### src/rtl/code_sender_pkg.sv
// Shared definitions for the colour-code lock link: FSM encodings, symbol codes
// and the symbol-to-colour decode used by sender, detector and bench alike.
package code_sender_pkg;

    // FSM state encodings; unused codes (5..7) are treated as illegal
    localparam logic [2:0] ST_IDLE  = 3'd0;
    localparam logic [2:0] ST_START = 3'd1;
    localparam logic [2:0] ST_GAP   = 3'd2;
    localparam logic [2:0] ST_SYM   = 3'd3;
    localparam logic [2:0] ST_DONE  = 3'd4;

    // Two-bit symbol codes carried in the Code vector
    localparam logic [1:0] SYM_NONE = 2'b00;
    localparam logic [1:0] SYM_R    = 2'b01;
    localparam logic [1:0] SYM_G    = 2'b10;
    localparam logic [1:0] SYM_B    = 2'b11;

    // Symbol to one-hot {R,G,B}; an empty slot lights nothing
    function automatic logic [2:0] sym_onehot(input logic [1:0] sym);
        logic [2:0] rgb;
        case (sym)
            SYM_R:   rgb = 3'b100;
            SYM_G:   rgb = 3'b010;
            SYM_B:   rgb = 3'b001;
            default: rgb = 3'b000;
        endcase
        return rgb;
    endfunction

endpackage

### src/rtl/code_sym_decode.sv
// Combinational 2-bit symbol to {R,G,B} one-hot decoder.
module code_sym_decode
    import code_sender_pkg::*;
(
    input  logic [1:0] sym,
    output logic       r,
    output logic       g,
    output logic       b
);

    // At most one colour is ever high
    always_comb begin
        {r, g, b} = sym_onehot(sym);
    end

endmodule

### src/rtl/code_sender.sv
// Colour-code transmitter: on Go, latches Code and sends one Start pulse then
// NUM_SYM colour pulses, each followed by GAP idle cycles, then pulses Done.
module code_sender
    import code_sender_pkg::*;
#(
    parameter int unsigned NUM_SYM = 4,
    parameter int unsigned GAP     = 2
) (
    input  logic                   Clk,
    input  logic                   Rst,
    input  logic                   Go,
    input  logic                   Abort,
    input  logic [2*NUM_SYM-1:0]   Code,
    output logic                   S,
    output logic                   R,
    output logic                   G,
    output logic                   B,
    output logic                   Busy,
    output logic                   Done
);

    localparam int unsigned IDX_W    = (NUM_SYM > 1) ? $clog2(NUM_SYM) : 1;
    localparam logic [IDX_W-1:0] LAST_IDX = IDX_W'(NUM_SYM - 1);
    localparam logic [3:0]       GAP_LD   = 4'(GAP);

    logic [2:0]           state_q, state_d;
    logic [2*NUM_SYM-1:0] code_q, code_d;
    logic [IDX_W-1:0]     idx_q, idx_d;
    logic [3:0]           cnt_q, cnt_d;
    logic [1:0]           sym_cur;
    logic                 dec_r, dec_g, dec_b;

    // State, latched code and counters
    always_ff @(posedge Clk or negedge Rst) begin
        if (!Rst) begin
            state_q <= ST_IDLE;
            code_q  <= '0;
            idx_q   <= '0;
            cnt_q   <= '0;
        end else begin
            state_q <= state_d;
            code_q  <= code_d;
            idx_q   <= idx_d;
            cnt_q   <= cnt_d;
        end
    end

    // Next-state logic; exit conditions are tested before counting so nothing wraps
    always_comb begin
        state_d = state_q;
        code_d  = code_q;
        idx_d   = idx_q;
        cnt_d   = cnt_q;
        if (Abort) begin
            // Abort also wins over Go while idle
            state_d = ST_IDLE;
            idx_d   = '0;
            cnt_d   = '0;
        end else begin
            case (state_q)
                ST_IDLE: begin
                    if (Go) begin
                        code_d  = Code;
                        idx_d   = '0;
                        state_d = ST_START;
                    end
                end
                ST_START: begin
                    if (GAP_LD == 4'd0) begin
                        state_d = ST_SYM;
                    end else begin
                        state_d = ST_GAP;
                        cnt_d   = GAP_LD;
                    end
                end
                ST_GAP: begin
                    if (cnt_q <= 4'd1) begin
                        state_d = ST_SYM;
                        cnt_d   = '0;
                    end else begin
                        cnt_d = cnt_q - 4'd1;
                    end
                end
                ST_SYM: begin
                    if (idx_q != LAST_IDX) begin
                        idx_d   = idx_q + 1'b1;
                        state_d = (GAP_LD == 4'd0) ? ST_SYM : ST_GAP;
                        cnt_d   = GAP_LD;
                    end else begin
                        state_d = ST_DONE;
                    end
                end
                ST_DONE: state_d = ST_IDLE;
                default: state_d = ST_IDLE;
            endcase
        end
    end

    // Select the symbol currently addressed by the index
    always_comb begin
        sym_cur = SYM_NONE;
        for (int i = 0; i < int'(NUM_SYM); i++) begin
            if (idx_q == IDX_W'(i)) begin
                sym_cur = code_q[2*i +: 2];
            end
        end
    end

    code_sym_decode u_dec (
        .sym (sym_cur),
        .r   (dec_r),
        .g   (dec_g),
        .b   (dec_b)
    );

    // Moore outputs decoded from registered state only; illegal states drive zeros
    always_comb begin
        S    = (state_q == ST_START);
        R    = (state_q == ST_SYM) && dec_r;
        G    = (state_q == ST_SYM) && dec_g;
        B    = (state_q == ST_SYM) && dec_b;
        Busy = (state_q == ST_START) || (state_q == ST_GAP) || (state_q == ST_SYM)
            || (state_q == ST_DONE);
        Done = (state_q == ST_DONE);
    end

endmodule

### config.mk
export PLATFORM = sky130hd
export DESIGN_NAME = code_sender
export DESIGN_NICKNAME = d
export VERILOG_FILES = /design/src/rtl/code_sender_pkg.sv /design/src/rtl/code_sym_decode.sv /design/src/rtl/code_sender.sv
export SDC_FILE = /design/constraint.sdc
export NUM_CORES = 1
export LEC_CHECK = 0
export ABC_AREA = 1
export BUFFER_PORTS_ARGS = -buffer_cell sky130_fd_sc_hd__buf_2
export CAP_MARGIN = 5
export CORE_MARGIN = 10
export CORE_UTILIZATION = 45
export DETAILED_ROUTE_END_ITERATION = 6
export GPL_ROUTABILITY_DRIVEN = 0
export GPL_TIMING_DRIVEN = 1
export PLACE_DENSITY_LB_ADDON = 0.12
export SYNTH_ARGS = -nofsm -noshare
export SYNTH_HDL_FRONTEND = slang
export SYNTH_SLANG_ARGS = --single-unit
export TNS_END_PERCENT = 30
### constraint.sdc
create_clock -name Clk -period 2.9 [get_ports Clk]
set_input_delay 0.87 -clock Clk [delete_from_list [all_inputs] [get_ports Clk]]
set_output_delay 0.87 -clock Clk [all_outputs]
set_load 0.1 [all_outputs]
# == After elaboration in Yosys (flattened, before gate mapping) ==
# Index checks and enable logic that the tools add are counted.
# word_totals
regBits,17
inputBits,12
output_inout_bits,6
word_cells,54
# op_classes
addsub,2
magnitude_cmp,1
eq_ne,14
muxes,18
n_bitwise,1
reduce_logical,14
# ops
operator,n
$mux W2,7
$mux W3,4
$mux W4,3
$pmux W3 S4,1
$pmux W4 S3,1
$ne A3 B3 Y1 const B,3
$pmux W3 S3,1
$eq A2 B2 Y1 const B,4
$eq A3 B2 Y1 const B,2
$reduce_and A3 Y1,2
$eq A2 B1 Y1 const B,2
$le A4 B1 Y1 const B,1
$pmux W2 S2,1
$reduce_and A2 Y1,2
$reduce_bool A4 Y1,1
$sub A4 B1 Y4 const B,1
$eq A3 B1 Y1 const B,1
$eq A3 B3 Y1 const B,1
$logic_and A1 B1 Y1,3
$logic_not A3 Y1,1
$logic_or A1 B1 Y1,3
$reduce_bool A3 Y1,1
$add A2 B1 Y2 const B,1
$logic_not A2 Y1,1
2 further kinds,2

# == Longest topological paths before layout ==
# depth
ltp_word,8
ltp_mapped,9
ltp_nobuf,9

# == Hierarchy ==
# A second synthesis with hierarchy kept.
# hier_totals
hier_cells,145
area_unflattened_um2,1072.3
# by_module_without_submodules
module,n_inst,cells_each,area_per_inst_um2,seq_area_each_um2
code_sender,1,139,1049.8,425.4
code_sym_decode,1,6,22.5,0.0

# == Worst setup path before layout ==
# OpenSTA, ideal clock, no wires.
# synth_path
kind,reg2out
startpoint,reg state_q[2]
endpoint,out Busy
arrival_ps,3316
t_required_ps,2030
path_slack_ps,-1286
stages_incl_launch_ff,4
n_path_buf,0
cell_sequence,dfrtp_1 -> inv_2 -> nor3_1 -> or2_2
# synth_between
elab_cells_between_ends,7
cone_classes,4 x eq/ne; 3 x reduce/logical
# synth_rtl
element,line,rtl
from (decl),code_sender.sv:26,"logic [2:0] state_q, state_d;"
from (signal assigned),code_sender.sv:41,state_q <= state_d;
$eq A3 B3 Y1,--,
net Done,code_sender.sv:19,output logic Done
$logic_or A1 B1 Y1,code_sender.sv:123,|| (state_q == ST_DONE);
to (decl),code_sender.sv:18,"output logic Busy,"
# The timed path passes the listed nets, and every way through them passes these cells.

# == Worst setup path after layout ==
# layout_path
startpoint,reg idx_q[0]
endpoint,out B
# layout_between
elab_chain_cells,8
elab_cells_between_ends,13
cone_classes,6 x eq/ne; 5 x mux; 2 x reduce/logical
# layout_lines
element,line,rtl
from (decl),code_sender.sv:28,"logic [IDX_W-1:0] idx_q, idx_d;"
from (signal assigned),code_sender.sv:43,idx_q <= idx_d;
$logic_not A2 Y1,code_sender.sv:103,if (idx_q == IDX_W'(i)) begin
$mux W2 (3 in series),code_sender.sv:103,
$mux W2 (*),code_sender.sv:103,
$eq A2 B2 Y1 / $eq A2 B1 Y1 (equally long branches),code_sender_pkg.sv:21,case (sym)
$pmux W3 S3 (*),code_sender_pkg.sv:21,
$logic_and A1 B1 Y1 (*),code_sender.sv:121,B = (state_q == ST_SYM) && dec_b;
to (decl),code_sender.sv:17,"output logic B,"
# Mark *: on every way between the ends. The rest lies on a longest branch, timed or not.

==> qor.yml <==
final_layout:
  design_area_mm2: 0.001240
  final-instance-count-excl-fill: 190
  multi_input_comb_area_um2: 565.5
  fin_util: 0.5499
  area_growth_pct: 14.57
  regArea_um2: 425.4
  nets: 181
  diodes: 0
  n_fill_cell: 227
  drive_gt1_frac: 0.2407
placement:
  dp_slack_ns: 0.3431
  io_buffers: 17
  dpl.hpwl_um: 1871
  placedInstanceArea_mm2: 0.001201
  placed_cells: 186
worst_hold_path:
  worstHoldPathType: "in2async"
sta:
  period_share: 0.9303
  hold_viol: 0
  post-route-min-period_ns: 2.698
  whs_ns: 0.4750
  fin_skew_ns: 0.008160
  setup_viol: 0
  relSlewSlack: 0.6458
  slew_viol_final: 0
  layout_setup_ws_ns: 0.2020
  tightestPinTransition_ns: 0.5257
  rsz0062_at_grt: "yes"
  fin_setup_tns_ns: 0
  fmax_ghz: 0.3706
job:
  max_cap_viol_count: 0
synthesis:
  synth-seq-area-share: 0.3931
  synth_edf_count: 0
  netlist_area_mm2: 0.001082
  syn_inst: 142
  synthFlopType: "dfrtp_1"
  synth_top_area_cell: "dfrtp_1"
  synth_top_area_frac: 0.3931
  synth_commonest_cells: "40 x nand2_1, 22 x inv_1, 17 x dfrtp_1"
  synthTopCellsByArea: "dfrtp_1 39%, nand2_1 14%, inv_1 7.6%, ha_1 6.9%, nor2_1 4.9%"
  ys_seq_elements: 17
  yosysWarnings: 0
  yosysMostFrequentCell: "nand2_1"
  syn_avg_cell_area_um2: 7.622
  async_reset_ff_frac: 1.000
  yosysUniqueCellTypes: 24
  syn_nets: 160
pwr:
  power.leakage_nw: 0.6668
  p_total_uw: 621.0
  ir_worst_vdd_v: 0.0003327
  powerDensity_mw_per_mm2: 500.9
route:
  drtPass1Iterations: 4
  initialDrtViolationCount: 29
  post_drt_wl_per_cell_um: 12.19
  routed_wl_um: 2316
  drc: 0
  vias: 929
  via_per_inst: 4.889
  postRouteAntennaNets: 0
global_routing:
  grt_max_degree: 18
  grt_overflow: 0
  antenna_found_initial: 0
  grt_pass1_vias: 937
  grt_pass1_wl_um: 4167
  track_usage: 0.1003
clocking:
  htree_levels: 1
  cts.repair.resized: 0
  clk_path_buf_depth: 2
  post_cts_buffers: 0
  cts_hold_buf: 0
  cts_buffers: 3
  tritoncts: "built"
  clock-root-buffer: "clkbuf_4"
  clkTransAtPathRegs_ns: 0.11
  cts.sinks: 17
  clk_latency_ns: 0.30
floorplan:
  pin_count: 18
  coreArea_mm2: 0.002255
  initial_core_util: 0.4800
  fp.dieH_um: 69.04
  dieArea_mm2: 0.004767
  rows: 17
  die_x_um: 69.04
setup_path:
  crit_type: "reg2out"
  start_kind: "register"
  cp.required_ns: 2.03
  end_kind: "output port"
  path_max_fanout: 4
  cp.arrival_ns: 1.83
status:
  status: "completed"
[power breakdown]
part           switching (mW)  total (mW)  internal [mW]
Sequential             0.0273       0.299          0.271
Clock                  0.0820       0.133         0.0513
Combinational           0.128       0.189         0.0607
Total                   0.238       0.621          0.384
[worst paths after layout]
kind	startpoint	end	slack (ns)	depth (start not counted)
worst max-delay path	idx_q[0]	B	0.20	10
worst min-delay path	Rst	code_q[3]	0.48	1
worst max register to register	cnt_q[0]	cnt_q[3]	1.34	7
worst min register to register	code_q[7]	code_q[7]	0.51	2
max in group asynchronous	Rst	cnt_q[1]	2.15	1
min in group Clk	code_q[7]	code_q[7]	0.51	2
[cell families after synthesis]
kind of cell / Yosys count / synth area share
simple gates: 81 / 0.3734
flops: 17 / 0.3931
xor+xnor: 1 / 0.008094
fa+ha+maj: 6 / 0.06936
buf+inv: 25 / 0.09364
compound gates: 12 / 0.06242
[area by class of cell]
cell class	instances	share of cell area
Clock buffer	3	0.01816
Clock inverter	1	0.004036
Inverter	24	0.07265
Multi-Input combinational cell	100	0.4561
Sequential cell	17	0.3431
Tap cell	28	0.02825
Timing Repair Buffer	17	0.07770
[flip-flops by register name, summed over array words and instances, names as in the netlist]
| register | flops |
|---|---|
| code_q | 8 |
| cnt_q | 4 |
| state_q | 3 |
| idx_q | 2 |
[metal layers]
layer  wire length (um)  track usage  vias to the layer above
met4                 17      0.03991                        0
met5                  0            0                        -
met2               1100       0.1683                       17
met3                 98      0.02568                        2
li1                   -            -                      482
met1               1099       0.1176                      428
[placed cells by master, fill, tap and decap left out]
cell	Yosys	routed
nor3_2	0	2
a21oi_2	1	1
o21ai_2	1	1
nand2_2	2	2
or2_2	1	1
o21ai_1	7	7
nor3_1	3	1
nand2_1	40	40
a21oi_1	2	2
o21ai_0	1	1
nand3_4	1	1
clkbuf_4	0	5
buf_2	0	14
nor2_1	14	14
dfrtp_1	17	17
buf_6	1	1
xor2_1	1	1
nand3_1	8	8
inv_1	22	22
nand4_1	4	4
nand4_4	1	1
nor2_2	2	2
nor2_4	2	2
nand3_2	2	2
inv_2	2	2
and2_4	1	1
clkinv_2	0	1
ha_1	6	6
[critical path, stage by stage, from the launching register on]
cell and delay, ns:
dfrtp_1 0.41, inv_1 0.09, ha_1 0.23, inv_1 0.08, nor2_1 0.04, nor2_1 0.08
nand2_1 0.07, nand2_1 0.07, nand2_1 0.05, nor2_1 0.08, clkbuf_4 0.33
Power figures use the tool's default switching activity.
